**config.mk**
```make
export PLATFORM = sky130hd
export DESIGN_NAME = blink_sequencer
export DESIGN_NICKNAME = d
export VERILOG_FILES = /design/src/rtl/blink_pkg.sv /design/src/rtl/blink_prescaler.sv /design/src/rtl/blink_sequencer.sv
export SDC_FILE = /design/constraint.sdc
export NUM_CORES = 1
export LEC_CHECK = 0
export ABC_CLOCK_PERIOD_IN_PS = 3260
export CORE_ASPECT_RATIO = 0.5
export CORE_MARGIN = 1
export CORE_UTILIZATION = 46
export DETAILED_ROUTE_END_ITERATION = 8
export HOLD_SLACK_MARGIN = 0.05
export PLACE_DENSITY = 0.66
export SLEW_MARGIN = 20
export SYNTH_ARGS = -nofsm -noshare
export SYNTH_HDL_FRONTEND = slang
export SYNTH_HIERARCHICAL = 1
export SYNTH_SLANG_ARGS = --single-unit
export TNS_END_PERCENT = 100
```
**constraint.sdc**
```tcl
create_clock -name clk30 -period 3.26 [get_ports clk30]
set_input_delay 0.652 -clock clk30 [delete_from_list [all_inputs] [get_ports clk30]]
set_output_delay 0.652 -clock clk30 [all_outputs]
set_load 0.005 [all_outputs]
```
**src/rtl/blink_pkg.sv**
```systemverilog
// ============================================================================
// Module      : blink_pkg
// Description : Shared state encoding and default constants for blink_sequencer.
// Revision    : 1.0 - initial release
// ============================================================================
`default_nettype none

package blink_pkg;

   typedef logic [1:0] state_t;

   localparam state_t ST_IDLE    = 2'd0;
   localparam state_t ST_LOAD    = 2'd1;
   localparam state_t ST_SHIFT   = 2'd2;
   localparam state_t ST_ADVANCE = 2'd3;

   localparam int unsigned TICK_DIV_30MHZ = 1500000;

   // Defaults are 32 bits wide; each table entry keeps its low PAT_W bits.
   localparam logic [31:0] DEF_PAT [8] = '{
      32'hAAAA_AAAA, 32'hCCCC_CCCC, 32'hF0F0_F0F0, 32'h8181_8181,
      32'h5555_5555, 32'h3333_3333, 32'h0F0F_0F0F, 32'h7E7E_7E7E
   };

   function automatic logic [31:0] def_pat(input logic [2:0] idx);
      return DEF_PAT[idx];
   endfunction

endpackage

`default_nettype wire

```
**src/rtl/blink_prescaler.sv**
```systemverilog
// ============================================================================
// Module      : blink_prescaler
// Description : Wrapping 0..DIV-1 counter with enable and clear, tick on DIV-1.
// Revision    : 1.0 - initial release
// ============================================================================
`default_nettype none

module blink_prescaler
   import blink_pkg::*;
#(
   parameter int unsigned DIV = 4
) (
   input  logic                   clk,
   input  logic                   rst,
   input  logic                   en,
   input  logic                   clr,
   output logic [$clog2(DIV)-1:0] cnt,
   output logic                   tick
);

   localparam int unsigned CNT_W = $clog2(DIV);
   localparam logic [CNT_W-1:0] C_LAST = CNT_W'(DIV - 1);

   logic [CNT_W-1:0] cnt_q, cnt_d;
   logic             at_last;

   assign at_last = (cnt_q == C_LAST);

   always_comb begin
      cnt_d = cnt_q;
      if (clr) begin
         cnt_d = '0;
      end else if (en) begin
         cnt_d = at_last ? '0 : cnt_q + CNT_W'(1);
      end
   end

   always_ff @(posedge clk) begin
      if (rst) begin
         cnt_q <= '0;
      end else begin
         cnt_q <= cnt_d;
      end
   end

   assign cnt  = cnt_q;
   assign tick = en & ~clr & at_last;

endmodule

`default_nettype wire

```
**src/rtl/blink_sequencer.sv**
```systemverilog
// ============================================================================
// Module      : blink_sequencer
// Description : Pattern-table LED blinker: load, rotate out at tick rate,
//               repeat, advance. Optional PWM dimming via BLINK_SEQ_PWM_EN.
// Revision    : 1.0 - initial release
// ============================================================================
`default_nettype none

module blink_sequencer
   import blink_pkg::*;
#(
   parameter int unsigned PAT_W    = 8,
   parameter int unsigned PAT_N    = 4,
   parameter int unsigned TICK_DIV = TICK_DIV_30MHZ,
   parameter int unsigned REPEAT   = 4
) (
   input  logic                     clk30,
   input  logic                     rst,
   input  logic                     run,
   input  logic                     wr_en,
   input  logic [$clog2(PAT_N)-1:0] wr_addr,
   input  logic [PAT_W-1:0]         wr_data,
   input  logic [3:0]               duty,
   output logic                     led,
   output logic [$clog2(PAT_N)-1:0] pat_idx,
   output logic                     pat_done,
   output logic                     busy
);

   localparam int unsigned IDX_W = $clog2(PAT_N);
   localparam int unsigned BIT_W = $clog2(PAT_W);
   localparam int unsigned REP_W = (REPEAT > 1) ? $clog2(REPEAT) : 1;
   localparam logic [BIT_W-1:0] C_LAST_BIT = BIT_W'(PAT_W - 1);
   localparam logic [REP_W-1:0] C_LAST_REP = REP_W'(REPEAT - 1);

   state_t             state_q,   state_d;
   logic [IDX_W-1:0]   pat_idx_q, pat_idx_d;
   logic [PAT_W-1:0]   shift_q,   shift_d;
   logic [BIT_W-1:0]   bitcnt_q,  bitcnt_d;
   logic [REP_W-1:0]   rep_q,     rep_d;
   logic               led_reg_q, led_reg_d;
   logic               pat_done_q, pat_done_d;
   logic               busy_q,    busy_d;
   logic [PAT_W-1:0]   pat_tab_q [PAT_N];
   logic [PAT_W-1:0]   pat_tab_d [PAT_N];

   logic               tick;
   logic               presc_en;
   logic               presc_clr;
   logic [$clog2(TICK_DIV)-1:0] unused_tick_cnt;

   assign presc_en  = (state_q == ST_SHIFT);
   assign presc_clr = (state_q != ST_SHIFT) | ~run;

   blink_prescaler #(
      .DIV (TICK_DIV)
   ) u_tick_presc (
      .clk  (clk30),
      .rst  (rst),
      .en   (presc_en),
      .clr  (presc_clr),
      .cnt  (unused_tick_cnt),
      .tick (tick)
   );

   always_comb begin
      state_d   = state_q;
      pat_idx_d = pat_idx_q;
      shift_d   = shift_q;
      bitcnt_d  = bitcnt_q;
      rep_d     = rep_q;
      led_reg_d = led_reg_q;
      pat_tab_d = pat_tab_q;

      if (wr_en) begin
         pat_tab_d[wr_addr] = wr_data;
      end

      if (!run) begin
         state_d   = ST_IDLE;
         led_reg_d = 1'b0;
         bitcnt_d  = '0;
         rep_d     = '0;
      end else begin
         case (state_q)
            ST_IDLE: begin
               led_reg_d = 1'b0;
               state_d   = ST_LOAD;
            end
            ST_LOAD: begin
               // Reads the pre-write table, so a same-cycle write lands next LOAD.
               shift_d  = pat_tab_q[pat_idx_q];
               bitcnt_d = '0;
               rep_d    = '0;
               state_d  = ST_SHIFT;
            end
            ST_SHIFT: begin
               if (tick) begin
                  led_reg_d = shift_q[PAT_W-1];
                  shift_d   = {shift_q[PAT_W-2:0], shift_q[PAT_W-1]};
                  if (bitcnt_q == C_LAST_BIT) begin
                     bitcnt_d = '0;
                     if (rep_q == C_LAST_REP) begin
                        rep_d   = '0;
                        state_d = ST_ADVANCE;
                     end else begin
                        rep_d = rep_q + REP_W'(1);
                     end
                  end else begin
                     bitcnt_d = bitcnt_q + BIT_W'(1);
                  end
               end
            end
            ST_ADVANCE: begin
               pat_idx_d = pat_idx_q + IDX_W'(1);
               state_d   = ST_LOAD;
            end
            default: begin
               state_d = ST_IDLE;
            end
         endcase
      end

      pat_done_d = (state_d == ST_ADVANCE);
      busy_d     = (state_d != ST_IDLE);
   end

   always_ff @(posedge clk30) begin
      if (rst) begin
         state_q    <= ST_IDLE;
         pat_idx_q  <= '0;
         shift_q    <= '0;
         bitcnt_q   <= '0;
         rep_q      <= '0;
         led_reg_q  <= 1'b0;
         pat_done_q <= 1'b0;
         busy_q     <= 1'b0;
         for (int unsigned i = 0; i < PAT_N; i++) begin
            pat_tab_q[i] <= PAT_W'(def_pat(3'(i)));
         end
      end else begin
         state_q    <= state_d;
         pat_idx_q  <= pat_idx_d;
         shift_q    <= shift_d;
         bitcnt_q   <= bitcnt_d;
         rep_q      <= rep_d;
         led_reg_q  <= led_reg_d;
         pat_done_q <= pat_done_d;
         busy_q     <= busy_d;
         pat_tab_q  <= pat_tab_d;
      end
   end

`ifdef BLINK_SEQ_PWM_EN
   logic [3:0] pwm_cnt;
   logic       unused_pwm_tick;
   logic       led_pwm_q, led_pwm_d;

   blink_prescaler #(
      .DIV (16)
   ) u_pwm_cnt (
      .clk  (clk30),
      .rst  (rst),
      .en   (1'b1),
      .clr  (1'b0),
      .cnt  (pwm_cnt),
      .tick (unused_pwm_tick)
   );

   assign led_pwm_d = led_reg_d & (pwm_cnt < duty);

   always_ff @(posedge clk30) begin
      if (rst) begin
         led_pwm_q <= 1'b0;
      end else begin
         led_pwm_q <= led_pwm_d;
      end
   end

   assign led = led_pwm_q;
`else
   logic unused_duty;
   assign unused_duty = ^duty;
   assign led = led_reg_q;
`endif

   assign pat_idx  = pat_idx_q;
   assign pat_done = pat_done_q;
   assign busy     = busy_q;

endmodule

`default_nettype wire
```
After elaboration in Yosys (flattened, before gate mapping):

Index checks and enable logic that the tools add are counted.

* flip-flop bits (word level): 73
* input bits: 18
* output and inout port bits: 5
* logic and storage cells: 73

* add/sub/neg operators: 4
* $lt $le $gt $ge: 3
* equality and inequality tests: 10
* mux-type cells: 23
* bitwise logic cells: 7
* reduce and logical (&&, ||, !) cells: 13

Operators with widths (count)
* bitwise mux 32 bit: 1
* two-way mux 8 bit: 4
* adder 21 x 1 -> 21 bit (second input constant): 1
* == test 21 bit (second input constant): 1
* two-way mux 21 bit: 1
* binary-select mux 8 bit (select 2 bit): 1
* demux 8 bit (select 2 bit): 1
* one-hot mux 8 bit (2 select lines): 1
* two-way mux 2 bit: 7
* == test 2 bit (second input constant): 4
* greater-or-equal comparator 3 bit (second input constant): 2
* two-way mux 3 bit: 2
* inequality test 2 bit (second input constant): 3
* NOT 2 -> 3 bit: 2
* one-hot mux 2 bit (3 select lines): 1
* one-hot mux 3 bit (2 select lines): 1
* AND reduction 2 bit: 3
* AND reduction 3 bit: 2
* nonzero test 2 bit: 3
* OR reduction 2 bit: 3
* adder 2 x 1 -> 2 bit (second input constant): 2
* one-hot mux 2 bit (2 select lines): 1
* adder 3 x 1 -> 3 bit (second input constant): 1
* == test 3 bit (second input constant): 1
* other kinds (9): 11

Logic depth before layout (Yosys ltp):

* depth after elaboration: 9
* gate-level depth with buffers: 11
* depth with buffers taken out: 9

By module:

Netlist, hierarchy kept.

Modules (own cells, without submodules)
* blink_sequencer: times used 1, cells an instance 243, area an instance 2362.3 µm², sequential area each 1041.0 µm²
* blink_prescaler: times used 1, cells an instance 117, area an instance 1004.7 µm², sequential area each 420.4 µm²

Least setup slack after synthesis:

No wires, ideal clock.

* path type: register to register
* start point: register state_q[0]
* end point: register shift_q[0]
* arrival time: 2064 ps
* data required time: 3130 ps
* setup slack: 1065 ps
* cell stages (with the launch flop): 12
* path buffers: 2
* clock period less this slack: 2195 ps
* cells stage by stage: dfxtp_1 > inv_1 > ha_1 > nand4_4 > nor4_1 > nand2_1 > nor2_1 > buf_6 > mux2_4 > and2_4 > buf_6 > a211oi_1

* elaborated cells on any way between the ends: 11
* those cells by class: 4 x eq/ne; 1 x mux; 4 x bitwise; 2 x reduce/logical

RTL lines
* start, declared: RTL line blink_sequencer.sv:36 `state_t state_q, state_d;`
* start signal, assigned: RTL line blink_sequencer.sv:142 `state_q <= state_d;`
* == test 2 bit: RTL line blink_sequencer.sv:52 `assign presc_en = (state_q == ST_SHIFT);`
* net presc_en: RTL line blink_sequencer.sv:48 `logic presc_en;`
* AND 1 bit (2 in series): RTL line blink_prescaler.sv:47 `assign tick = en & ~clr & at_last;`
* net tick: RTL line blink_sequencer.sv:47 `logic tick;`
* inequality test 2 bit (no line)
* AND reduction 3 bit (no line)
* end signal, assigned: RTL line blink_sequencer.sv:144 `shift_q <= shift_d;`
* end, declared: RTL line blink_sequencer.sv:38 `logic [PAT_W-1:0] shift_q, shift_d;`

The timed path passes the listed nets, and every way through them passes these cells.
A chain may end at the register's enable or synchronous reset.

Final worst setup path:

* start point: register u_tick_presc.cnt_q[10] (netlist: u_tick_presc/cnt[10])
* end point: register shift_q[6]

* cells in the longest elaborated chain, start to end: 4

RTL lines
* start, declared: RTL line blink_prescaler.sv:24 `logic [CNT_W-1:0] cnt_q, cnt_d;`
* start signal, assigned: RTL line blink_prescaler.sv:42 `cnt_q <= cnt_d;`
* == test 21 bit: RTL line blink_prescaler.sv:27 `assign at_last = (cnt_q == C_LAST);`
* AND 1 bit: RTL line blink_prescaler.sv:47
* net tick: RTL line blink_sequencer.sv:47
* inequality test 2 bit (no line)
* AND reduction 3 bit (no line)

The timed path passes the listed nets, and every way through them passes these cells.

==> out/results.ini <==
[flow_run]
count_of_maximum_capacitance_violations = 0

[sta]
timing.final.crit_share_pct = 81.30
holdWs_ns = 0.4563
tightest_slew_ns = 0.6854
final-setup-viol-count = 0
period_needed_ns = 2.650
fin_worst_skew_ns = 0.006558
drv_slew = 0
max_slew_headroom_pct = 54.17
grt_setup_unrepaired = no
highest_clock_rate_mhz = 377.3
setup_slack_ns = 0.6098
timing.final.hold_violations = 0
fin_setup_tns_ns = 0

[layout]
multiInputGateArea_mm2 = 0.001713
most-common-layout-cells = 73 x sky130_fd_sc_hd__dfxtp_1, 43 x sky130_fd_sc_hd__nor2_1, 31 x sky130_fd_sc_hd__nand2_1
area_growth_pct = 14.86
num-nets-final = 399
register_area_mm2 = 0.001461
most_common_library_cell_in_the_layout_ignoring_fill_and_taps = sky130_fd_sc_hd__dfxtp_1
final.fill_count = 606
final_core_util_pct = 56.18
drive_above_1_share_pct = 11.41
number_of_diodes = 0

[critical_path]
start_kind = flop
worst-path-max-fanout = 10
timing_worst_setup_path_type = flop to flop
r2r-end = shift_q[6]
ff2ff_setup_slack_ns = 0.61
timing.critical_path.to_type = flop
worst_r2r_startpoint = u_tick_presc/cnt[10]
required_ns = 3.45
data_arrival_time_of_the_critical_path_ns = 2.84
reg2regPathDepth = 7

[clock_network]
ctsRootBufferMaster = sky130_fd_sc_hd__clkbuf_16
cts_num_sinks = 73
postcts_setup_bufs = 0
cts.repair.resized = 0
tritoncts = done
clock_path_buffers = 2
clock_tree.htree_level_count = 3
cts_hold_repair.buffers = 0
cts_inserted_buffers = 9
cts.clk_slew.worst_paths_ns = 0.06
clk-insertion-delay-late_ns = 0.33

[power_and_ir_drop]
power.sequential.fraction_pct = 44.5
power.clock.fraction_pct = 49.5
power.switching_fraction_pct = 20.51
powerDensity_mw_per_mm2 = 540.5
power.leakage_uw = 0.001409
power_report.internal_total_uw = 1662
netSwitchingPower_uw = 428.7
ir_drop_mv = 0.2700
combinationalPowerShare_pct = 6.0

[floorplanning]
design.core.area_mm2 = 0.006884
ioPinCount = 23
die_height_um = 62.50
floorplan_row_count = 21
die_w_um = 123.0
initial_utilization_pct = 48.91
die_area_mm2 = 0.007686

[placement]
gp_routability_congestion = 0.8139
pre_cts_ws_ns = 0.6423
portBuffers = 18
place_hpwl_um = 4603

[grt]
grt_antenna_before_repair = 0
grt_usage_pct = 19.20
grt_first_pass_wirelength_um = 11530
grt.overflow.total = 0
grt_start_max_net_pins = 43
first_global_vias = 2572

[routing]
detail_route.wl_per_cell_um = 14.78
routed-via-count = 2609
number_of_nets_with_antenna_violations_after_routing = 0
remaining_drc_errors = 0
wirelength_um = 6931
avgViaCountPerCell = 5.563
drt-initial-drc-count = 192
firstDrtPassIters = 5

[logic_synthesis]
syn-mean-instance-area_um2 = 9.353
synth.yosys.warnings = 6
synthesis.area_mm2 = 0.003367
asyncSetResetFlopFracSynth_pct = 0
synth_edf_count = 0
postSynthRegisterBits = 73
dominantRegCellSynth = sky130_fd_sc_hd__dfxtp_1
synth.lib_cells_used.distinct = 40
synthesized_netlist_net_count = 386
synth-seq-area-share_pct = 43.40
synthCells = 360

[hold_path]
hold_end = pat_tab_q[4]
hold_class = flop to flop
worst_hold_startpoint = pat_tab_q[4]
worstHoldPathCells = 2

[status]
status = finished, final reports clean

==> metal layers <==
| layer | share of wire (%) | vias up | track usage, % |
|---|---|---|---|
| li1 | - | 1310 | - |
| met1 | 47 | 1250 | 22.20 |
| met2 | 49 | 42 | 32.87 |
| met3 | 3.8 | 7 | 6.569 |
| met4 | 0.79 | 0 | 6.928 |
| met5 | 0 | - | 0 |
==> synth_stat cells, types with 2 or more instances <==
master	n	area, µm²
sky130_fd_sc_hd__dfxtp_1	73	1461
sky130_fd_sc_hd__nor2_1	43	161.4
sky130_fd_sc_hd__nand2_1	31	116.4
sky130_fd_sc_hd__a21oi_1	27	135.1
sky130_fd_sc_hd__mux2_2	15	168.9
sky130_fd_sc_hd__mux2i_1	14	140.1
sky130_fd_sc_hd__a211o_1	13	113.9
sky130_fd_sc_hd__inv_1	13	48.80
sky130_fd_sc_hd__nand3_1	12	60.06
sky130_fd_sc_hd__a211oi_1	9	67.56
sky130_fd_sc_hd__a222oi_1	8	80.08
sky130_fd_sc_hd__ha_1	8	100.1
sky130_fd_sc_hd__xnor2_1	8	70.07
sky130_fd_sc_hd__or3_1	7	43.79
sky130_fd_sc_hd__buf_2	6	30.03
sky130_fd_sc_hd__o21ai_0	6	30.03
sky130_fd_sc_hd__xor2_1	6	52.55
sky130_fd_sc_hd__buf_6	5	56.30
sky130_fd_sc_hd__clkbuf_1	5	18.77
sky130_fd_sc_hd__nand4_1	5	31.28
sky130_fd_sc_hd__nor2b_1	5	31.28
sky130_fd_sc_hd__nor4_1	5	31.28
sky130_fd_sc_hd__or4_1	5	37.54
sky130_fd_sc_hd__nand3b_1	4	30.03
sky130_fd_sc_hd__buf_4	3	22.52
sky130_fd_sc_hd__nand2b_1	3	18.77
sky130_fd_sc_hd__a32oi_1	2	17.52
sky130_fd_sc_hd__and3_1	2	12.51
sky130_fd_sc_hd__and3_2	2	15.01
sky130_fd_sc_hd__mux2_4	2	30.03
sky130_fd_sc_hd__nand4_4	2	42.54
sky130_fd_sc_hd__nor3_1	2	10.01
sky130_fd_sc_hd__o31ai_1	2	15.01
==> logic make-up (layout without fill, tap and decap cells) <==
logic type,Yosys count,in the layout,synth area share (%)
xor+xnor,14,14,3.642
mux,31,31,10.07
buf+inv,34,51,5.723
compound gates,67,67,13.64
flops,73,73,43.40
fa+ha+maj,8,8,2.973
simple gates,133,133,20.55
==> registers in the layout, summed over array words and instances, names as in the netlist <==
signal / flops
state_q: 2
busy: 1
rep_q: 2
u_tick_presc/cnt: 21
pat_tab_q: 32
bitcnt_q: 3
pat_done: 1
pat_idx: 2
shift_q: 8
led: 1
==> stage by stage <==
step / cells / area (µm²) / total power (µW)
floorplan: 360 / 3367 / 1033
global placement: 454 / 3556 / 1068
detailed placement: 454 / 3556 / 1074
CTS: 469 / 3867 / 2110
global route: 469 / 3867 / 2173
finish: 469 / 3867 / 2090
==> power groups by stage <==
stage / sequential, µW / clock, µW / combinational, µW
after floorplan: 945 / 0 / 87.7
final: 930 / 1030 / 126
after global placement: 947 / 0 / 121
after detailed placement: 948 / 0 / 126
after global routing: 932 / 1100 / 138
after CTS: 929 / 1050 / 127
==> worst max path at each step <==
stage               slack, ns                  from          to  depth (start not counted)
finish                   0.61  u_tick_presc/cnt[10]  shift_q[6]                          7
floorplan                1.07            state_q[0]  shift_q[0]                         11
CTS                      0.66  u_tick_presc/cnt[10]  shift_q[6]                          7
global placement         0.68                   run  shift_q[6]                          7
detailed placement       0.64                   run  shift_q[6]                          7
global route             0.48  u_tick_presc/cnt[10]  shift_q[0]                          7
==> worst max-delay path: stages (launching register included) <==
cell	delay, ns
sky130_fd_sc_hd__dfxtp_1	0.35
sky130_fd_sc_hd__or4b_2	0.67
sky130_fd_sc_hd__nor3_1	0.31
sky130_fd_sc_hd__nand2_1	0.10
sky130_fd_sc_hd__nor2_1	0.47
sky130_fd_sc_hd__mux2_4	0.33
sky130_fd_sc_hd__and2_4	0.21
sky130_fd_sc_hd__a211oi_1	0.09
==> layout make-up <==
| class | count | share of cell area (%) |
|---|---|---|
| clock buffer | 12 | 6.373 |
| clock inverter | 3 | 1.682 |
| inverter | 13 | 1.262 |
| multi-input combinational | 253 | 44.29 |
| sequential | 73 | 37.79 |
| tap | 92 | 2.976 |
| timing repair buffer | 23 | 5.629 |
No activity file was read; power rests on OpenSTA's default activity.
==> variant 1 (config.mk and constraints unchanged) <==
Remove the register `busy_q`: a continuous assignment takes its place, so the output `busy` follows one clock earlier.
--- a/src/rtl/blink_sequencer.sv
+++ b/src/rtl/blink_sequencer.sv
@@ -135,5 +135,4 @@
          led_reg_q  <= 1'b0;
          pat_done_q <= 1'b0;
-         busy_q     <= 1'b0;
          for (int unsigned i = 0; i < PAT_N; i++) begin
             pat_tab_q[i] <= PAT_W'(def_pat(3'(i)));
@@ -147,8 +146,9 @@
          led_reg_q  <= led_reg_d;
          pat_done_q <= pat_done_d;
-         busy_q     <= busy_d;
          pat_tab_q  <= pat_tab_d;
       end
    end
+
+   assign busy_q = busy_d;
 
 `ifdef BLINK_SEQ_PWM_EN
Formal check against the unedited RTL: not equivalent (a bounded check fails within 4 cycles, from zero or initial values and one cycle with rst high).
==> variant 1 against the original RTL <==
  * Sequential cell count fell by 1
  * Critical path depth decreased by 4
  * Total power rose by 3.0%
  * Clock skew shrank 0.0016 ns
  * Area after synthesis shrank 0.41%
  * Global-route usage is 0.63 points higher
  * Synthesized cell count fell by 0.28%
  * Wire length increased by 1.3%
  * Critical path type is now input port to output port
  * Cell area grew 0.39%
  * Setup slack better by 0.0091 ns
  * Largest power group unchanged
  * Clock power rose by 8%
==> variant 1: results (changes against the original RTL) <==
* Outcome: finished, final reports clean
* Largest net degree at the start of global routing at 44 (+2.3%)
* Data arrival time of the critical path at 1.99 ns (-0.85 ns)
* Reg2Reg Setup Slack at 0.79 ns (+0.18 ns)
* Compound-Gate Fraction of Synth Area at 13.8% (+0.13 points)
* Worst Path Max Fanout at 2 (-8)
* Worst r2r dst: u_tick_presc/cnt[15]
* Hpwl dp at 4.50 mm (-2.3%)
* Vias in the first global route at 2,552 (-0.78%)
* Start point of the worst min-delay path: pat_tab_q[23]
* GRT Overall Usage at 19.8% (+0.63 points)
* Register area share after synthesis at 43.0% (-0.42 points)
* Via density per instance at 5.64 (+1.4%)
* Total wirelength of the detailed-routed design at 7.02 mm (+1.3%)
* Synthesized Nets at 385 (-0.26%)
* Worst vdd rail ir drop at 270 uV (-0.14%)
* Synthesized-area fraction occupied by adder cells at 2.99% (+0.012 points)
* Setup WS pre-CTS at 0.600 ns (-0.0423 ns)
* Relative slew margins at 55.3% (+1.1 points)
* RePlAce Congestion at 0.791 (-2.8%)
* Proportion of synthesized area in mux cells at 10.1% (+0.041 points)
* Count of different cell masters after synthesis at 41 (+2.5%)
* Switching pwr at 445 uW (+3.8%)
* DRT Pass-1 Iters at 6 (+1)
* Critical register-to-register path startpoint: state_q[0]
* Wire length of the first global-routing pass at 11.6 mm (+0.60%)
* DRT iter0 DRCs at 181 (-5.7%)
* Capture endpoint of the worst hold path: pat_tab_q[23]
* Post-synth top cells: 72 x sky130_fd_sc_hd__dfxtp_1, 43 x sky130_fd_sc_hd__nor2_1, 31 x sky130_fd_sc_hd__nand2_1
* Xor and xnor area share after synthesis at 3.66% (+0.015 points)
* Latest clock arrival within the worst-skew pair at 0.34 ns
* Instance count along the most critical hold path at 1 (-1)
* Leading post-synthesis cells by cell area: sky130_fd_sc_hd__dfxtp_1 43%, sky130_fd_sc_hd__mux2_2 5.0%, sky130_fd_sc_hd__nor2_1 4.8%, sky130_fd_sc_hd__mux2i_1 4.2%, sky130_fd_sc_hd__a21oi_1 3.9%
* Required @ worst endpoint at 2.61 ns (-0.84 ns)
* Leak pwr at 0.00142 uW (+0.54%)
[variant 1: cell types whose count changed after synthesis]
cell,unedited run,this run
sky130_fd_sc_hd__a21oi_1,27,26
sky130_fd_sc_hd__buf_4,3,2
sky130_fd_sc_hd__dfxtp_1,73,72
sky130_fd_sc_hd__a21boi_0,0,1
sky130_fd_sc_hd__buf_6,5,6
[variant 1: worst max path at each step]
stage                            end  startpoint  cells past startpoint
after floorplan           shift_q[0]  state_q[0]                     11
final                           busy         run                      3
after detailed placement        busy         run                      3
after CTS                       busy         run                      3
after global placement          busy         run                      3
after global routing            busy  state_q[0]                      5
[variant 1: power groups by stage]
stage                     clock network (uW)  registers (uW)  logic [uW]
final                                   1110             916         127
after global routing                    1180             918         140
after CTS                               1130             916         127
after global placement                     0             933         122
after floorplan                            0             931        88.3
after detailed placement                   0             935         126
[variant 1: through the flow]
step	area (sq um)	hold slack, ns	utilization, %	cells
global placement	3550	0.438	51.7	454
global route	3880	0.476	56.6	470
detailed placement	3550	0.448	51.7	454
floorplan	3350	0.430	-	359
CTS	3880	0.460	56.6	470
finish	3880	0.455	56.6	470
[variant 1: cells by family after synthesis]
logic type               count (synthesis)
AO/OA/AOI/OAI                           67
XOR/XNOR                                14
adder cells (fa/ha/maj)                  8
buffers and inverters                   34
flip-flops                              72
multiplexers                            31
AND/OR/NAND/NOR                        133
[variant 1: worst max-delay path: stages]
cell	delay (ns)
sky130_fd_sc_hd__clkdlybuf4s50_1	0.50
sky130_fd_sc_hd__a21boi_0	0.28
sky130_fd_sc_hd__clkdlybuf4s50_1	0.56
[variant 1: cell type report]
| type | instances | area, sq um |
|---|---|---|
| inverter | 13 | 48.8 |
| sequential | 72 | 1440 |
| clock buffer | 10 | 229 |
| clock inverter | 6 | 108 |
| multi-input combinational | 253 | 1720 |
| fill | 579 | 2980 |
| timing repair buffer | 24 | 225 |
| tap | 92 | 115 |
[variant 1: metal layers]
| metal | wire [um] | GRT usage, % | vias up |
|---|---|---|---|
| met5 | 0 | 0 | - |
| met4 | 100 | 9.30 | 0 |
| met3 | 327 | 7.03 | 12 |
| met2 | 3360 | 33.1 | 51 |
| met1 | 3230 | 22.7 | 1266 |
| li1 | - | - | 1321 |
==> variant 2 (same settings) <==
Without the edit above. Add a define of `BLINK_SEQ_PWM_EN`.
--- a/src/rtl/blink_sequencer.sv
+++ b/src/rtl/blink_sequencer.sv
@@ -6,4 +6,6 @@
 // ============================================================================
 `default_nettype none
+
+`define BLINK_SEQ_PWM_EN
 
 module blink_sequencer
Behaviour: same outputs for any inputs over 10 cycles, from zero or initial values and one cycle with rst high; that may be too few to reach the edited logic, so the function may still have changed.
==> variant 2 against the original RTL <==
  * Worst hold slack about the same
  * Wire length rose by 8.6%
  * Cell area rose by 9.7%
  * Total power rose by 5.8%
  * Sequential power increased by 8%
  * Count of clock-buffer cells in the layout down 2
  * Sequential cell count up 5
  * Setup slack got worse by 0.076 ns
  * Non-clock buffer count increased by 4
  * Area after synthesis up 7.2%
  * Critical path depth is 2 higher
==> variant 2: results (changes against the original RTL) <==
* Data arrival time of the critical path at 2.94 ns (+0.10 ns)
* Wire length of the first global-routing pass at 13.2 mm (+14%)
* DRT Pass-1 Iters at 4 (-1)
* Vias in the first global route at 2,882 (+12%)
* Leak pwr at 0.00154 uW (+9.0%)
* Largest net degree at the start of global routing at 36 (-16%)
* Initial antenna violation count at 0 (unchanged)
* Number of buffers inserted by port buffering at 22 (+4)
* Hpwl dp at 5.08 mm (+10%)
* Type of the most critical hold path: flip-flop to flip-flop
* Fillcell total at 639 (+5.4%)
* Yosys warning total at 6 (unchanged)
* Via density per instance at 5.24 (-5.9%)
* Worst Path Max Fanout at 8 (-2)
* GRT Overall Usage at 20.7% (+1.5 points)
* DRT iter0 DRCs at 207 (+7.8%)
* Layout cell share with drive strength beyond 1 at 6.58% (-4.8 points)
* Detail-routed net length per standard cell at 13.7 um (-7.2%)
* Ant. Diodes at 0 (unchanged)
* Register containing the most flip-flops in the final layout: pat_tab_q
* Latest clock arrival within the worst-skew pair at 0.34 ns
* Worst vdd rail ir drop at 274 uV (+1.4%)
* Outcome: finished, final reports clean
* Number of flip-flops in the largest register at 32 (unchanged)
* Clock skew at 0.00444 ns (-0.00212 ns)
* RePlAce Congestion at 0.799 (-1.9%)
* Number of gates resized after CTS at 0 (unchanged)
* Clock-pin transition on the worst setup and hold timing paths at 0.06 ns (about the same)
* Area post-placement at 3930 sq um (+11%)
* Least-Margin Pin Slew at 0.682 ns (-0.00299 ns)
* Layout Nets at 468 (+17%)
[variant 2: layout make-up]
type	count	area, sq um	area share [%]
clock inverters	4	72.6	1.71
well taps	108	135	3.18
multi-input cells	306	1920	45.2
flip-flops and latches	78	1560	36.8
clock buffers	10	239	5.63
repair buffers	27	258	6.07
inverters	16	60.1	1.42
[variant 2: final timing paths]
kind,startpoint,slack [ns],depth (start not counted),end
setup / recovery,u_tick_presc/cnt[10],0.53,9,shift_q[0]
hold / removal,pat_tab_q[4],0.46,2,pat_tab_q[4]
setup reg to reg,u_tick_presc/cnt[10],0.53,9,shift_q[0]
hold reg to reg,pat_tab_q[4],0.46,2,pat_tab_q[4]
[variant 2: power breakdown]
| group | switching [uW] | leakage, uW | total (uW) | internal [uW] |
|---|---|---|---|---|
| Sequential | 16.4 | 0.000633 | 1000 | 984 |
| Clock | 364 | 0.000150 | 1040 | 680 |
| Combinational | 92.1 | 0.000753 | 167 | 74.9 |
[variant 2: critical path, cell delays in order (launching register included)]
cell	delay [ns]
sky130_fd_sc_hd__dfxtp_1	0.35
sky130_fd_sc_hd__or4b_2	0.68
sky130_fd_sc_hd__nor3_1	0.29
sky130_fd_sc_hd__nand2_1	0.09
sky130_fd_sc_hd__nor2_1	0.10
sky130_fd_sc_hd__buf_4	0.15
sky130_fd_sc_hd__mux2i_1	0.14
sky130_fd_sc_hd__nand2b_1	0.35
sky130_fd_sc_hd__a2111oi_4	0.37
sky130_fd_sc_hd__nor3_1	0.08
[variant 2: routing by layer]
layer	routed length, um	track usage (%)	vias to the layer above	part of all wire [%]
met2	3370	33.7	47	45
met3	342	6.94	8	4.5
met5	0	0	-	0
met4	96	7.14	0	1.3
met1	3720	25.8	1343	49
li1	-	-	1477	-
[variant 2: metrics by stage]
stage          worst slack (ns)  cells  total power, uW
3_3_place_gp              0.590    535             1180
2_1_floorplan             0.733    420             1130
5_1_grt                   0.342    549             2300
4_1_cts                   0.538    549             2240
6_report                  0.534    549             2210
3_5_place_dp              0.519    535             1190
